===== config.mk =====
export PLATFORM = sky130hd
export DESIGN_NAME = data_mem_store
export DESIGN_NICKNAME = d
export VERILOG_FILES = /design/src/rtl/data_mem_store.sv
export SDC_FILE = /design/constraint.sdc
export NUM_CORES = 1
export LEC_CHECK = 0
export BUFFER_PORTS_ARGS = -buffer_cell sky130_fd_sc_hd__buf_2
export CORE_MARGIN = 5
export CORE_UTILIZATION = 40
export DETAILED_ROUTE_END_ITERATION = 10
export PLACE_DENSITY_LB_ADDON = 0.25
export RECOVER_POWER = 100
export SYNTH_ARGS = -nofsm -noshare
export SYNTH_HDL_FRONTEND = slang
export SYNTH_SLANG_ARGS = --single-unit
export TNS_END_PERCENT = 50

===== constraint.sdc =====
create_clock -name clk -period 4.2 [get_ports clk]
set_clock_uncertainty 0.1 [all_clocks]
set_input_delay 0.42 -clock clk [delete_from_list [all_inputs] [get_ports clk]]
set_output_delay 0.42 -clock clk [all_outputs]
set_load 0.05 [all_outputs]

===== src/rtl/data_mem_store.sv =====
// data_mem_store: buffers byte/halfword/word store requests in a small FIFO
// and drains each one into the data memory's byte-wide write port, one byte
// per cycle, little-endian (lowest address receives data[7:0]).
// Optional feature macro: MISALIGN_CHK_EN (reject misaligned HALFWORD/WORD).
module data_mem_store #(
  parameter int DEPTH    = 4,
  parameter int MEM_SIZE = 100
) (
  input  logic                       clk,
  input  logic                       rst,
  input  logic                       st_valid,
  output logic                       st_ready,
  input  logic [31:0]                st_addr,
  input  logic [31:0]                st_data,
  input  logic [2:0]                 st_mode,
  output logic                       mem_wr_en,
  output logic [31:0]                mem_addr,
  output logic [7:0]                 mem_wdata,
  output logic                       busy,
  output logic                       err,
  output logic [$clog2(DEPTH+1)-1:0] count
);

  localparam int PW = $clog2(DEPTH);
  localparam int CW = $clog2(DEPTH + 1);

  localparam logic [2:0] MODE_BYTE = 3'b000;
  localparam logic [2:0] MODE_HALF = 3'b001;
  localparam logic [2:0] MODE_WORD = 3'b010;

  typedef enum logic {IDLE, WRITE} state_t;

  state_t state, state_next;

  // FIFO storage and bookkeeping
  logic [31:0]   fifo_addr  [DEPTH];
  logic [31:0]   fifo_data  [DEPTH];
  logic [2:0]    fifo_nbyte [DEPTH];
  logic [PW-1:0] wr_ptr, rd_ptr;

  // Working registers of the store currently being drained
  logic [31:0] base;
  logic [31:0] wdata;
  logic [2:0]  nbytes;
  logic [1:0]  idx;

  logic        req_legal;
  logic [2:0]  req_nbytes;
  logic        accept, push, pop;
  logic        fifo_nempty, last_byte;
  logic [31:0] byte_addr;

  assign st_ready    = (count != CW'(DEPTH));
  assign accept      = st_valid && st_ready;
  assign push        = accept && req_legal;
  assign fifo_nempty = (count != '0);
  assign last_byte   = ({1'b0, idx} == (nbytes - 3'd1));
  assign pop         = fifo_nempty && ((state == IDLE) || last_byte);
  assign busy        = (state == WRITE) || fifo_nempty;
  assign byte_addr   = base + {30'd0, idx};

  // Decode request size and legality from the incoming mode/address
  always_comb begin
    // NOTE: every signal gets a default first so no path leaves it unassigned (no latch).
    req_legal  = 1'b1;
    req_nbytes = 3'd1;
    case (st_mode)
      MODE_BYTE: req_nbytes = 3'd1;
      MODE_HALF: req_nbytes = 3'd2;
      MODE_WORD: req_nbytes = 3'd4;
      default:   req_legal  = 1'b0;
    endcase
`ifdef MISALIGN_CHK_EN
    if (st_mode == MODE_HALF && st_addr[0])          req_legal = 1'b0;
    if (st_mode == MODE_WORD && st_addr[1:0] != 2'b00) req_legal = 1'b0;
`endif
  end

  // State register
  always_ff @(posedge clk or posedge rst) begin
    // NOTE: sequential state uses non-blocking assignments so all flops update together.
    if (rst) state <= IDLE;
    else     state <= state_next;
  end

  // Next-state logic: leave WRITE only when the last byte goes out and nothing is queued
  always_comb begin
    state_next = state;
    case (state)
      IDLE:    if (fifo_nempty) state_next = WRITE;
      WRITE:   if (last_byte && !fifo_nempty) state_next = IDLE;
      default: state_next = IDLE;
    endcase
  end

  // Output decode from registered state and working registers only
  always_comb begin
    mem_wr_en = 1'b0;
    mem_addr  = '0;
    mem_wdata = '0;
    if (state == WRITE) begin
      mem_addr  = byte_addr;
      mem_wdata = wdata[{idx, 3'b000} +: 8];
      mem_wr_en = (byte_addr < 32'(MEM_SIZE));
    end
  end

  // FIFO payload write
  always_ff @(posedge clk) begin
    // NOTE: the payload array is not reset; occupancy (count/pointers) alone decides validity.
    if (push) begin
      fifo_addr[wr_ptr]  <= st_addr;
      fifo_data[wr_ptr]  <= st_data;
      fifo_nbyte[wr_ptr] <= req_nbytes;
    end
  end

  // FIFO pointers and occupancy; a simultaneous push and pop leaves count unchanged
  always_ff @(posedge clk or posedge rst) begin
    if (rst) begin
      wr_ptr <= '0;
      rd_ptr <= '0;
      count  <= '0;
    end else begin
      if (push) wr_ptr <= wr_ptr + PW'(1);
      if (pop)  rd_ptr <= rd_ptr + PW'(1);
      case ({push, pop})
        2'b10:   count <= count + CW'(1);
        2'b01:   count <= count - CW'(1);
        default: count <= count;
      endcase
    end
  end

  // Working registers: load on pop, otherwise step through the bytes
  always_ff @(posedge clk or posedge rst) begin
    if (rst) begin
      base   <= '0;
      wdata  <= '0;
      nbytes <= '0;
      idx    <= '0;
    end else if (pop) begin
      base   <= fifo_addr[rd_ptr];
      wdata  <= fifo_data[rd_ptr];
      nbytes <= fifo_nbyte[rd_ptr];
      idx    <= '0;
    end else if (state == WRITE && !last_byte) begin
      idx    <= idx + 2'd1;
    end
  end

  // Error pulse for a request that completed the handshake but was rejected
  always_ff @(posedge clk or posedge rst) begin
    if (rst) err <= 1'b0;
    else     err <= accept && !req_legal;
  end

endmodule


; Yosys cells after proc, flatten, opt, wreduce, memory -nomap -nowiden
; Memory sizes are Yosys's and may differ from the RTL's. A register that Yosys moved wholly into a read port is not among the register bits.
; Cells that the tools add are included.
[totals]
reg_bits = 11
mem_count = 3
ramBits = 268
[classes]
shift = 1
addsub = 7
bitwise_logic = 1
magnitude_cmp = 1
reduce_logical = 16
eq_ne = 6
muxes = 13
[mem_list]
columns = name, depth, width, rd, rd_clocked_by_memory_dff, write_ports, line
row1 = fifo_addr, 4, 32, 1, 1, 1, 36  ; logic [31:0] fifo_addr [DEPTH];
row2 = fifo_data, 4, 32, 1, 1, 1, 37  ; logic [31:0] fifo_data [DEPTH];
row3 = fifo_nbyte, 4, 3, 1, 1, 1, 38  ; logic [2:0] fifo_nbyte [DEPTH];
[op_table]
columns = op, n
row1 = adder 32 x 2 -> 32 bit, 1
row2 = "< comparator 32 x 7 -> 1 bit, second input constant", 1
row3 = two-way mux 32 bit, 1
row4 = variable part select 32 x 6 -> 8 bit, 1
row5 = case mux 3 bit (2 select lines), 2
row6 = two-way mux 8 bit, 1
row7 = "adder 2 x 1 -> 2 bit, second input constant", 3
row8 = logical AND 1 bit, 6
row9 = two-way mux 1 bit, 6
row10 = "subtractor 3 x 1 -> 3 bit, second input constant", 2
row11 = two-way mux 2 bit, 2
row12 = nonzero test 2 bit, 2
row13 = "adder 3 x 1 -> 3 bit, second input constant", 1
row14 = == test 2 x 3 -> 1 bit, 1
row15 = "== test 3 x 1 -> 1 bit, second input constant", 1
row16 = "== test 3 x 2 -> 1 bit, second input constant", 1
row17 = logical NOT 1 bit, 3
row18 = logical NOT 3 bit, 1
row19 = "!= test 3 bit, second input constant", 1
row20 = nonzero test 3 bit, 1
row21 = OR reduction 3 bit, 1
row22 = "== test 2 x 1 -> 1 bit, second input constant", 1
row23 = "== test 2 bit, second input constant", 1
row24 = logical OR 1 bit, 2
row25 = other kinds (2), 2

; Depth between registers and ports, before layout
; Gate-level depths: netlist (run 1).
[depth]
ltp_word = 6
depth_mapped = 13
mapped_depth_nobuf = 12

; Worst setup path after synthesis (run 1)
; OpenSTA, ideal clock, no wires.
[synth_path]
kind = register to register
startpoint = reg count[1]
endpoint = mem fifo_addr[0][0], enable pin
path_slack_ns = 0.324
arrival_ns = 3.344
setup_time_ns = 0.432
stages_incl_launch_ff = 6
cell_sequence = dfrtp_1 inv_1 nand3_1 and3_1 clkbuf_1 and2_1
[synth_via]
elab_chain_cells = 5
[synth_lines]
columns = item, line
row1 = from (decl), 21  ; output logic [$clog2(DEPTH+1)-1:0] count
row2 = from (signal assigned), 128  ; 2'b10: count <= count + CW'(1);
row3 = from (signal assigned), 129  ; 2'b01: count <= count - CW'(1);
row4 = from (signal assigned), 130  ; default: count <= count;
row5 = != test 3 bit, 53  ; assign st_ready = (count != CW'(DEPTH));
row6 = net st_ready, 12  ; output logic st_ready,
row7 = logical AND 1 bit, 54  ; assign accept = st_valid && st_ready;
row8 = logical AND 1 bit, 55  ; assign push = accept && req_legal;
row9 = two-way mux 1 bit, 111  ; if (push) begin
row10 = two-way mux 1 bit (implied by the code), 112  ; fifo_addr[wr_ptr] <= st_addr;
row11 = to (decl), 36
; The timed path passes the listed nets, and every way through them passes these cells.

; Worst setup path in the final report (run 1)
[layout_path]
startpoint = reg idx[0]
endpoint = out mem_wr_en
[layout_via]
elab_chain_cells = 3
[layout_lines]
columns = item, line
row1 = from (decl), 45  ; logic [1:0] idx;
row2 = from (signal assigned), 148  ; idx <= idx + 2'd1;
row3 = adder 32 x 2 -> 32 bit, 60  ; assign byte_addr = base + {30'd0, idx};
row4 = < comparator 32 x 7 -> 1 bit, 104  ; mem_wr_en = (byte_addr < 32'(MEM_SIZE));
row5 = two-way mux 1 bit, 101  ; if (state == WRITE) begin
row6 = to (decl), 16  ; output logic mem_wr_en,
; Every way passes these cells.

==> results.py, run 1 <==
metrics = {
    "detailed_routing": {
        "dr_total_vias": 7085,
        "drt-total-wl_mm": 28.8,
        "final_antenna_net_count": 0,
        "drt_iter0_markers": 298,
        "wl_per_cell_um": 20.8,
        "post-route-drc-count": 0,
        "vias_per_cell": 5.12,
        "drt_pass1_iterations": 4,
    },
    "min_path": {
        "holdPathEnd": "err$_DFF_PP0_",
        "hp-class": "input port to flip-flop",
        "min_path_cells": 3,
        "hp-start": "st_valid",
    },
    "synthesis": {
        "syn_nets": 850,
        "avgSynthCellArea_um2": 18.6,
        "yosys-top-cells-count": "edfxtp_1 (268), dfrtp_1 (78), mux4_2 (75)",
        "syn_area_um2": 14300,
        "synthFlopType": "edfxtp_1",
        "yosys_warnings": 0,
        "synth_top_cell_by_area": "edfxtp_1",
        "synth_area_leaders": "edfxtp_1 (56%), dfrtp_1 (14%), mux4_2 (12%), mux2_2 (4.7%), and2_1 (1.7%)",
        "synth_edf_count": 268,
        "ys_seq_area_share_pct": 70.0,
        "synth.distinct_cells": 54,
        "synth.most_common_cell": "edfxtp_1",
        "async_flop_share_pct": 22.5,
        "netlist_instances": 770,
        "synth_top_area_share_pct": 56.3,
        "synth-seq-cells": 346,
    },
    "timing": {
        "setup_viol": 0,
        "tns_ns": 0,
        "hold_viol": 0,
        "tightest_slew_ns": 2.55,
        "max_freq_ghz": 0.254,
        "fin_crit_ns": 3.93,
        "setup_ws_ns": 0.268,
        "slew_violations": 291,
        "layout_worst_path_cycle_share_pct": 93.6,
        "max_slew_margin_pct": -70.4,
        "rsz0062_at_grt": "no",
    },
    "job": {
        "max_cap_violations": 8,
    },
    "placement": {
        "hpwlAfterDp_mm": 18.5,
        "dp_slack_ns": 0.718,
        "gp_congestion": 0.832,
        "io_buffers": 116,
    },
    "setup_path": {
        "crit_required_ns": 3.68,
        "start_kind": "flip-flop",
        "startpoint": "idx[0]$_DFFE_PP0P_",
        "worstSetupEndpointType": "primary output",
        "slowest_stage": "nor4_4",
        "arrival_ns": 3.41,
        "slowest_delay_ns": 0.47,
        "cp_cell_sequence": "ha_1, fa_1, nand4_4, nor4_4, and4_2, nand3_1, xor2_1, nand4_1, a2111oi_2, clkbuf_4",
        "cp_max_fo": 6,
        "r2r_cells": 5,
        "worstSetupPathType": "flip-flop to primary output",
        "r2r_start": "count[0]$_DFFE_PP0P_",
        "r2r_slack_ns": 0.31,
        "r2r_end": "fifo_addr[2][14]$_DFFE_PP_",
    },
    "global_route": {
        "grt_max_degree": 69,
        "grt_first_pass_wirelength_mm": 44.8,
        "grt_pass1_vias": 7691,
        "grt.total_usage_pct": 14.7,
        "antenna_found_initial": 2,
        "grt-ovfl-total": 0,
    },
    "status": {
        "failed_checks": "max-capacitance violations, max-slew violations",
        "status": "finished, violations left",
    },
    "cts": {
        "cts_sinks": 346,
        "clk_latency_ns": 0.51,
        "cts_root_buf": "clkbuf_16",
        "cts_tree": "yes",
        "cts_buffers": 37,
        "cts_buffer_depth": 3,
        "path_clk_slew_ns": 0.06,
        "h-tree-depth": 2,
    },
    "power": {
        "p_int_mw": 8.27,
        "powerDensity_nw_per_um2": 790,
        "peakVddDrop_uv": 896,
        "p_comb_share_pct": 37.7,
        "p_switching_mw": 4.71,
        "p_sw_share_pct": 36.3,
        "fin_total_pwr_mw": 13.0,
        "leakage_nw": 5.53,
        "seqPwrFrac_pct": 38.8,
        "pwr-share-clk_pct": 23.6,
    },
    "floorplan": {
        "core_region_area_um2": 35400,
        "die_y_um": 199,
        "dieArea_um2": 39600,
        "io_pins": 117,
        "num_rows": 69,
        "die_w_um": 199,
        "start_util_pct": 40.4,
    },
    "cells_and_area": {
        "syn_to_final_growth_pct": 15.1,
        "num_antenna_cells": 0,
        "fill_cells": 3123,
        "layout-drive-gt1-share_pct": 25.1,
        "seqCellArea_um2": 10000,
        "multi_input_area_um2": 4060,
        "fin_nets": 976,
    },
}
flip-flops by register name, summed over array words and instances (netlist names):
name,count
fifo_data,128
err,1
fifo_addr,128
nbytes,3
count,3
wr_ptr,2
idx,2
wdata,32
state,1
fifo_nbyte,12
base,32
rd_ptr,2
through the flow:
step                hold WS, ns  cells  instance area, um^2  utilization (%)
global placement          0.383   1315                15400             43.6
detailed placement        0.388   1315                15400             43.6
global route             0.0382   1384                16400             46.4
floorplan                 0.359    770                14300                -
CTS                     0.00324   1383                16600             46.9
finish                   0.0315   1384                16400             46.4
metal layers:
layer	global-route usage [%]	wire [um]	up-vias
met5	0	33	-
met4	3.19	417	4
met3	2.54	1210	36
met2	25.6	14500	123
met1	19.7	12600	3668
li1	-	-	3254
placed cells by master (no fill, tap or decap), types with 2 or more instances in the layout:
| cell type | n |
|---|---|
| o21ai_0 | 6 |
| mux4_2 | 75 |
| clkbuf_2 | 7 |
| and2_0 | 14 |
| dlygate4sd3_1 | 2 |
| nand2b_1 | 3 |
| and2_1 | 24 |
| inv_6 | 2 |
| nand4_4 | 2 |
| clkbuf_16 | 37 |
| buf_4 | 4 |
| clkbuf_1 | 106 |
| xor2_1 | 18 |
| inv_1 | 11 |
| clkinv_2 | 6 |
| or3_1 | 2 |
| clkinv_1 | 7 |
| nor2b_1 | 8 |
| dfrtp_1 | 76 |
| buf_2 | 20 |
| and3_1 | 6 |
| mux2_1 | 10 |
| nand2_1 | 19 |
| o31ai_1 | 2 |
| fa_1 | 2 |
| bufinv_16 | 3 |
| a211oi_1 | 3 |
| nand3_1 | 15 |
| nor3_1 | 8 |
| buf_12 | 3 |
| xnor2_1 | 27 |
| ha_1 | 8 |
| edfxtp_1 | 268 |
| mux2_2 | 59 |
| nand4_1 | 7 |
| nor3b_1 | 6 |
| and4_1 | 2 |
| nor2_1 | 16 |
worst max-delay path, delay by kind of cell (launching register included):
family,cells,cell delay (ns)
simple gates,5,1.27
fa+ha+maj,2,0.53
flops,1,0.36
buf+inv,1,0.30
compound gates,1,0.23
xor+xnor,1,0.22
cell type report:
cell class	instances	area share [%]
tap	461	3.51
clock buffer	48	5.95
clock inverter	18	0.997
multi-input combinational	366	24.7
sequential	346	60.9
timing repair buffer	133	3.73
inverter	12	0.282
how the worst max path moves through the flow:
stage,endpoint,depth (start not counted),slack (ns)
floorplan,fifo_addr[0][0]$_DFFE_PP_,5,0.32
global placement,mem_wr_en,10,0.79
detailed placement,mem_wr_en,10,0.72
CTS,mem_wr_en,10,0.18
global route,mem_wr_en,10,0.005
finish,mem_wr_en,10,0.27
cells by family (layout without fill, tap and decap cells):
family                     Yosys count  after routing  synth area share, %
muxes                              145            145                 17.3
AOI/OAI and AO/OA                   28             28                 1.51
and+or+nand+nor                    138            138                 5.77
xor gates and xnor gates            45             45                 2.76
buffers and inverters               58            211                 1.66
DFF                                346            346                 70.0
adders and majority gates           10             10                0.981
power by group through the flow:
| stage | clock (mW) | combinational [mW] | sequential [mW] |
|---|---|---|---|
| final | 3.06 | 4.89 | 5.03 |
| after global routing | 3.31 | 5.28 | 5.12 |
| after CTS | 3.15 | 5.05 | 5.04 |
| after detailed placement | 0 | 5.03 | 5.11 |
| after global placement | 0 | 4.99 | 5.09 |
| after floorplan | 0 | 4.17 | 4.70 |
what timing repair did:
action                                 CTS  global route
endpoints found under the hold margin    5             0
buffers inserted                         0             1
resized for setup                        0             2
setup endpoints to repair                0             1
hold buffers                             2             0
(Power assumes the default switching activity.)
==> run 2: changes to the inputs <==
--- a/config.mk
+++ b/config.mk
@@ -7,5 +7,4 @@
 export LEC_CHECK = 0
 export BUFFER_PORTS_ARGS = -buffer_cell sky130_fd_sc_hd__buf_2
-export CORE_MARGIN = 5
 export CORE_UTILIZATION = 40
 export DETAILED_ROUTE_END_ITERATION = 10
==> constraint.sdc (replaced) <==
create_clock -name clk -period 4.2 [get_ports clk]
set_clock_uncertainty 0.1 [all_clocks]
set_input_delay 0.42 -clock clk [delete_from_list [all_inputs] [get_ports clk]]
set_output_delay 0.42 -clock clk [all_outputs]
set_load 0.005 [all_outputs]
==> run 2 against run 1 <==
Maximum frequency up 1.6%. Die area down 7.9%. Total power down 7.4%. Critical endpoint unchanged. Via count up 2.0%. The flow still finishes with violations (max-capacitance violations, max-slew violations). Largest power group unchanged.
==> results.py, run 2 (synthesis results as in run 1) <==
metrics = {
    "cells_and_area": {
        "most-common-layout-cells": "edfxtp_1 (268), clkbuf_1 (87), dfrtp_1 (76)",
        "layout-drive-gt1-share_pct": 26.5,
        "reg_top3": "fifo_addr x128, fifo_data x128",
        "syn_to_final_growth_pct": 17.3,
        "final_util_pct": 48.0,
        "fill_cells": 2990,
        "final_common_cell": "edfxtp_1",
        "fin_nets": 1002,
        "num_antenna_cells": 0,
    },
    "setup_path": {
        "arrival_ns": 3.35,
        "cp_max_fo": 7,
        "crit_required_ns": 3.68,
        "start_kind": "flip-flop",
        "worstSetupEndpointType": "primary output",
        "worstSetupPathType": "flip-flop to primary output",
    },
    "cts": {
        "clk_latency_ns": 0.53,
        "postCtsSetupRepairBufs": 0,
        "cts_sinks": 346,
        "h-tree-depth": 2,
        "path_clk_slew_ns": 0.06,
        "cts_hold_buffers": 28,
        "ctsResizeCount": 0,
        "cts_buffers": 37,
        "cts_root_buf": "clkbuf_16",
        "cts_buffer_depth": 3,
        "cts_tree": "yes",
    },
    "power": {
        "powerDensity_nw_per_um2": 717,
        "leakage_nw": 5.70,
        "fin_total_pwr_mw": 12.0,
        "peakVddDrop_uv": 369,
    },
    "detailed_routing": {
        "vias_per_cell": 5.14,
        "drt_iter0_markers": 308,
        "post-route-drc-count": 0,
        "dr_total_vias": 7224,
        "wl_per_cell_um": 20.5,
        "drt_pass1_iterations": 4,
        "final_antenna_net_count": 0,
        "drt-total-wl_mm": 28.7,
    },
    "floorplan": {
        "start_util_pct": 41.0,
        "dieArea_um2": 36500,
        "io_pins": 117,
        "die_y_um": 191,
        "die_w_um": 191,
        "num_rows": 68,
        "core_region_area_um2": 34900,
    },
    "status": {
        "failed_checks": "max-capacitance violations, max-slew violations",
        "status": "finished, violations left",
    },
    "timing": {
        "hold_slack_ns": 0.0485,
        "slew_violations": 252,
        "layout_worst_path_cycle_share_pct": 92.2,
        "fin_crit_ns": 3.87,
        "rsz0062_at_grt": "no",
        "tns_ns": 0,
        "hold_viol": 0,
        "max_freq_ghz": 0.258,
        "max_slew_margin_pct": -67.2,
        "tightest_slew_ns": 2.51,
        "setup_viol": 0,
    },
    "global_route": {
        "grt_first_pass_wirelength_mm": 44.4,
        "grt-ovfl-total": 0,
        "grt_pass1_vias": 7665,
        "grt_max_degree": 69,
        "antenna_found_initial": 0,
        "grt.total_usage_pct": 16.2,
    },
    "placement": {
        "io_buffers": 116,
        "gp_congestion": 0.818,
        "hpwlAfterDp_mm": 17.9,
    },
    "job": {
        "max_cap_violations": 7,
    },
    "min_path": {
        "hp-class": "input port to flip-flop",
    },
}
-- run 2: final cells by class --
class / instances / area (um^2) / share of cell area (%)
Tap cell: 455 / 569 / 3.40
Clock buffer: 49 / 1010 / 6.03
Timing Repair Buffer: 159 / 902 / 5.38
Multi-Input combinational cell: 366 / 4050 / 24.2
Inverter: 12 / 46.3 / 0.276
Sequential cell: 346 / 10000 / 59.7
Clock inverter: 18 / 178 / 1.06
-- run 2: power by group --
group          total (mW)  switching, mW  internal (mW)
Clock                3.16           1.28           1.88
Sequential           5.05          0.707           4.34
Combinational        3.81           1.68           2.13
-- run 2: stage by stage --
| step | std cells | setup WS (ns) | instance area [um^2] |
|---|---|---|---|
| after floorplan | 770 | 1.07 | 14300 |
| after global placement | 1310 | 0.936 | 15400 |
| after detailed placement | 1310 | 0.853 | 15400 |
| after CTS | 1405 | 0.295 | 16900 |
| after global routing | 1405 | 0.0475 | 16800 |
| final | 1405 | 0.330 | 16800 |
-- run 2: path summary, 6_finish.rpt --
kind / startpoint / endpoint / slack, ns / cells after the start
worst max-delay path: base[1]$_DFFE_PP0P_ / mem_wr_en / 0.33 / 9
max in group asynchronous: rst / rd_ptr[0]$_DFFE_PP0P_ / 1.17 / 4
worst min-delay path: st_mode[2] / err$_DFF_PP0_ / 0.05 / 3
min in group asynchronous: rst / wdata[4]$_DFFE_PP0P_ / 0.84 / 3
worst min register to register: wdata[24]$_DFFE_PP0P_ / wdata[24]$_DFFE_PP0P_ / 0.40 / 1
worst max register to register: count[0]$_DFFE_PP0P_ / fifo_data[2][25]$_DFFE_PP_ / 0.38 / 5
-- run 2: critical path, stage by stage, from the launching register on --
cell and delay, ns:
dfrtp_1 0.41, ha_1 0.31, a21oi_2 0.10, nor3_1 0.68, nand4_1 0.20, xor2_1 0.23, o2111ai_1 0.14, a211o_1 0.32
a2111oi_2 0.30, clkbuf_1 0.15
-- run 2: layer usage --
layer | global-route usage [%] | vias up | routed length (um) | part of all wire (%)
met4 | 4.06 | 0 | 548 | 1.9
met2 | 27.7 | 154 | 14300 | 50
met1 | 21.1 | 3715 | 12600 | 44
met5 | 0 | - | 0 | 0
met3 | 3.01 | 42 | 1240 | 4.3
li1 | - | 3313 | - | -
==> run 3: changes to the inputs <==
Settings changed: MAX_ROUTING_LAYER set to met4.
==> run 3 against run 2 <==
The run still ends with max-capacitance violations, max-slew violations left. Hold slack worse by 0.0015 ns. Clock-buffer cell count stayed put. Combinational power hardly changed. Flip-flop and latch count stayed put. Clock power hardly changed. Non-clock buffer count stayed put. Setup slack better by 0.0052 ns. Maximum frequency is 0.14% higher. Final cell count hardly changed. Via count is 0.30% higher. Largest power group unchanged.
==> results.py, run 3 (synthesis results as in run 1) <==
metrics = {
    "timing": {
        "tns_ns": 0,
        "layout_worst_path_cycle_share_pct": 92.0,
        "setup_viol": 0,
        "hold_viol": 0,
        "slew_violations": 295,
        "rsz0062_at_grt": "no",
        "tightest_slew_ns": 2.50,
        "hold_slack_ns": 0.0469,
        "max_freq_ghz": 0.259,
        "fin_crit_ns": 3.87,
        "max_slew_margin_pct": -67.1,
    },
    "cells_and_area": {
        "most-common-layout-cells": "edfxtp_1 (268), clkbuf_1 (87), dfrtp_1 (76)",
        "layout-drive-gt1-share_pct": 26.5,
        "fill_cells": 2989,
        "final_common_cell": "edfxtp_1",
        "reg_top3": "fifo_addr x128, fifo_data x128",
        "fin_nets": 1002,
        "syn_to_final_growth_pct": 17.3,
    },
    "setup_path": {
        "worstSetupEndpointType": "primary output",
        "worstSetupPathType": "flip-flop to primary output",
        "slowest_delay_ns": 0.67,
        "crit_required_ns": 3.68,
        "cp_max_fo": 7,
        "cp_cell_sequence": "ha_1, a21oi_2, nor3_1, nand4_1, xor2_1, o2111ai_1, a211o_1, a2111oi_2, clkbuf_1",
        "arrival_ns": 3.35,
        "start_kind": "flip-flop",
        "slowest_stage": "nor3_1",
    },
    "min_path": {
        "hp-class": "input port to flip-flop",
    },
    "status": {
        "failed_checks": "max-capacitance violations, max-slew violations",
        "status": "finished, violations left",
    },
    "power": {
        "peakVddDrop_uv": 369,
        "leakage_nw": 5.70,
        "powerDensity_nw_per_um2": 717,
    },
    "detailed_routing": {
        "drt_iter0_markers": 363,
        "post-route-drc-count": 0,
        "drt-total-wl_mm": 28.7,
        "vias_per_cell": 5.15,
        "dr_total_vias": 7246,
        "drt_pass1_iterations": 4,
        "final_antenna_net_count": 0,
        "wl_per_cell_um": 20.4,
    },
    "cts": {
        "postCtsSetupRepairBufs": 0,
        "h-tree-depth": 2,
        "cts_tree": "yes",
        "cts_buffer_depth": 3,
        "path_clk_slew_ns": 0.06,
        "clk_latency_ns": 0.53,
        "cts_sinks": 346,
        "cts_root_buf": "clkbuf_16",
        "cts_buffers": 37,
    },
    "global_route": {
        "grt-ovfl-total": 0,
        "grt.total_usage_pct": 16.7,
        "antenna_found_initial": 0,
        "grt_max_degree": 69,
        "grt_first_pass_wirelength_mm": 44.4,
        "grt_pass1_vias": 7656,
    },
    "floorplan": {
        "dieArea_um2": 36500,
        "die_y_um": 191,
        "core_region_area_um2": 34900,
        "die_w_um": 191,
        "start_util_pct": 41.0,
        "io_pins": 117,
        "num_rows": 68,
    },
    "placement": {
        "gp_congestion": 0.831,
        "hpwlAfterDp_mm": 17.9,
        "io_buffers": 116,
    },
    "job": {
        "max_cap_violations": 7,
    },
}
[run 3: layer usage]
layer / track usage [%] / routed length [um]
met5: - / 0
met4: 4.06 / 542
met3: 2.96 / 1250
met2: 27.7 / 14300
met1: 21.2 / 12600
[run 3: final cells by class]
cell class | instances | area [um^2] | share of cell area (%)
Sequential cell | 346 | 10000 | 59.7
Multi-Input combinational cell | 366 | 4050 | 24.2
Clock buffer | 49 | 1010 | 6.03
Timing Repair Buffer | 159 | 902 | 5.38
Tap cell | 455 | 569 | 3.40
Clock inverter | 18 | 178 | 1.06
Inverter | 12 | 46.3 | 0.276
Antenna cell | 1 | 2.50 | 0.0149
[run 3: path summary, 6_finish.rpt]
kind | endpoint | start | slack [ns] | cells after the start
setup reg to reg | fifo_data[2][25]$_DFFE_PP_ | count[0]$_DFFE_PP0P_ | 0.38 | 5
min in group asynchronous | wdata[4]$_DFFE_PP0P_ | rst | 0.83 | 3
max in group asynchronous | rd_ptr[0]$_DFFE_PP0P_ | rst | 1.18 | 4
setup / recovery | mem_wr_en | base[1]$_DFFE_PP0P_ | 0.33 | 9
hold / removal | err$_DFF_PP0_ | st_mode[2] | 0.05 | 3
hold reg to reg | wdata[22]$_DFFE_PP0P_ | wdata[22]$_DFFE_PP0P_ | 0.40 | 1
[run 3: power breakdown]
part	internal [mW]	leakage [nW]	switching (mW)	total [mW]
combinational	2.13	1.79	1.67	3.80
clock	1.88	0.574	1.28	3.16
sequential	4.34	3.33	0.707	5.05
total	8.36	5.70	3.66	12.0
[run 3: critical path, delay by kind of cell (launching register included)]
family,cells,cell delay [ns]
compound gates,4,0.85
fa+ha+maj,1,0.31
xor+xnor,1,0.23
buf+inv,1,0.15
simple gates,2,0.87
flops,1,0.41
[run 3: metrics by stage]
step | std cells | instance area, um^2 | setup WS (ns) | util (%) | power [mW]
5_1_grt | 1405 | 16800 | 0.0475 | 48.0 | 12.7
4_1_cts | 1405 | 16900 | 0.295 | 48.4 | 12.2
2_1_floorplan | 770 | 14300 | 1.07 | - | 7.75
3_5_place_dp | 1310 | 15400 | 0.853 | 44.2 | 8.99
6_report | 1406 | 16800 | 0.335 | 48.1 | 12.0
3_3_place_gp | 1310 | 15400 | 0.936 | 44.2 | 8.94
[run 3: timing repair]
action	CTS	global route
hold endpoints to repair	136	0
hold buffers	28	0
resized for setup	0	0
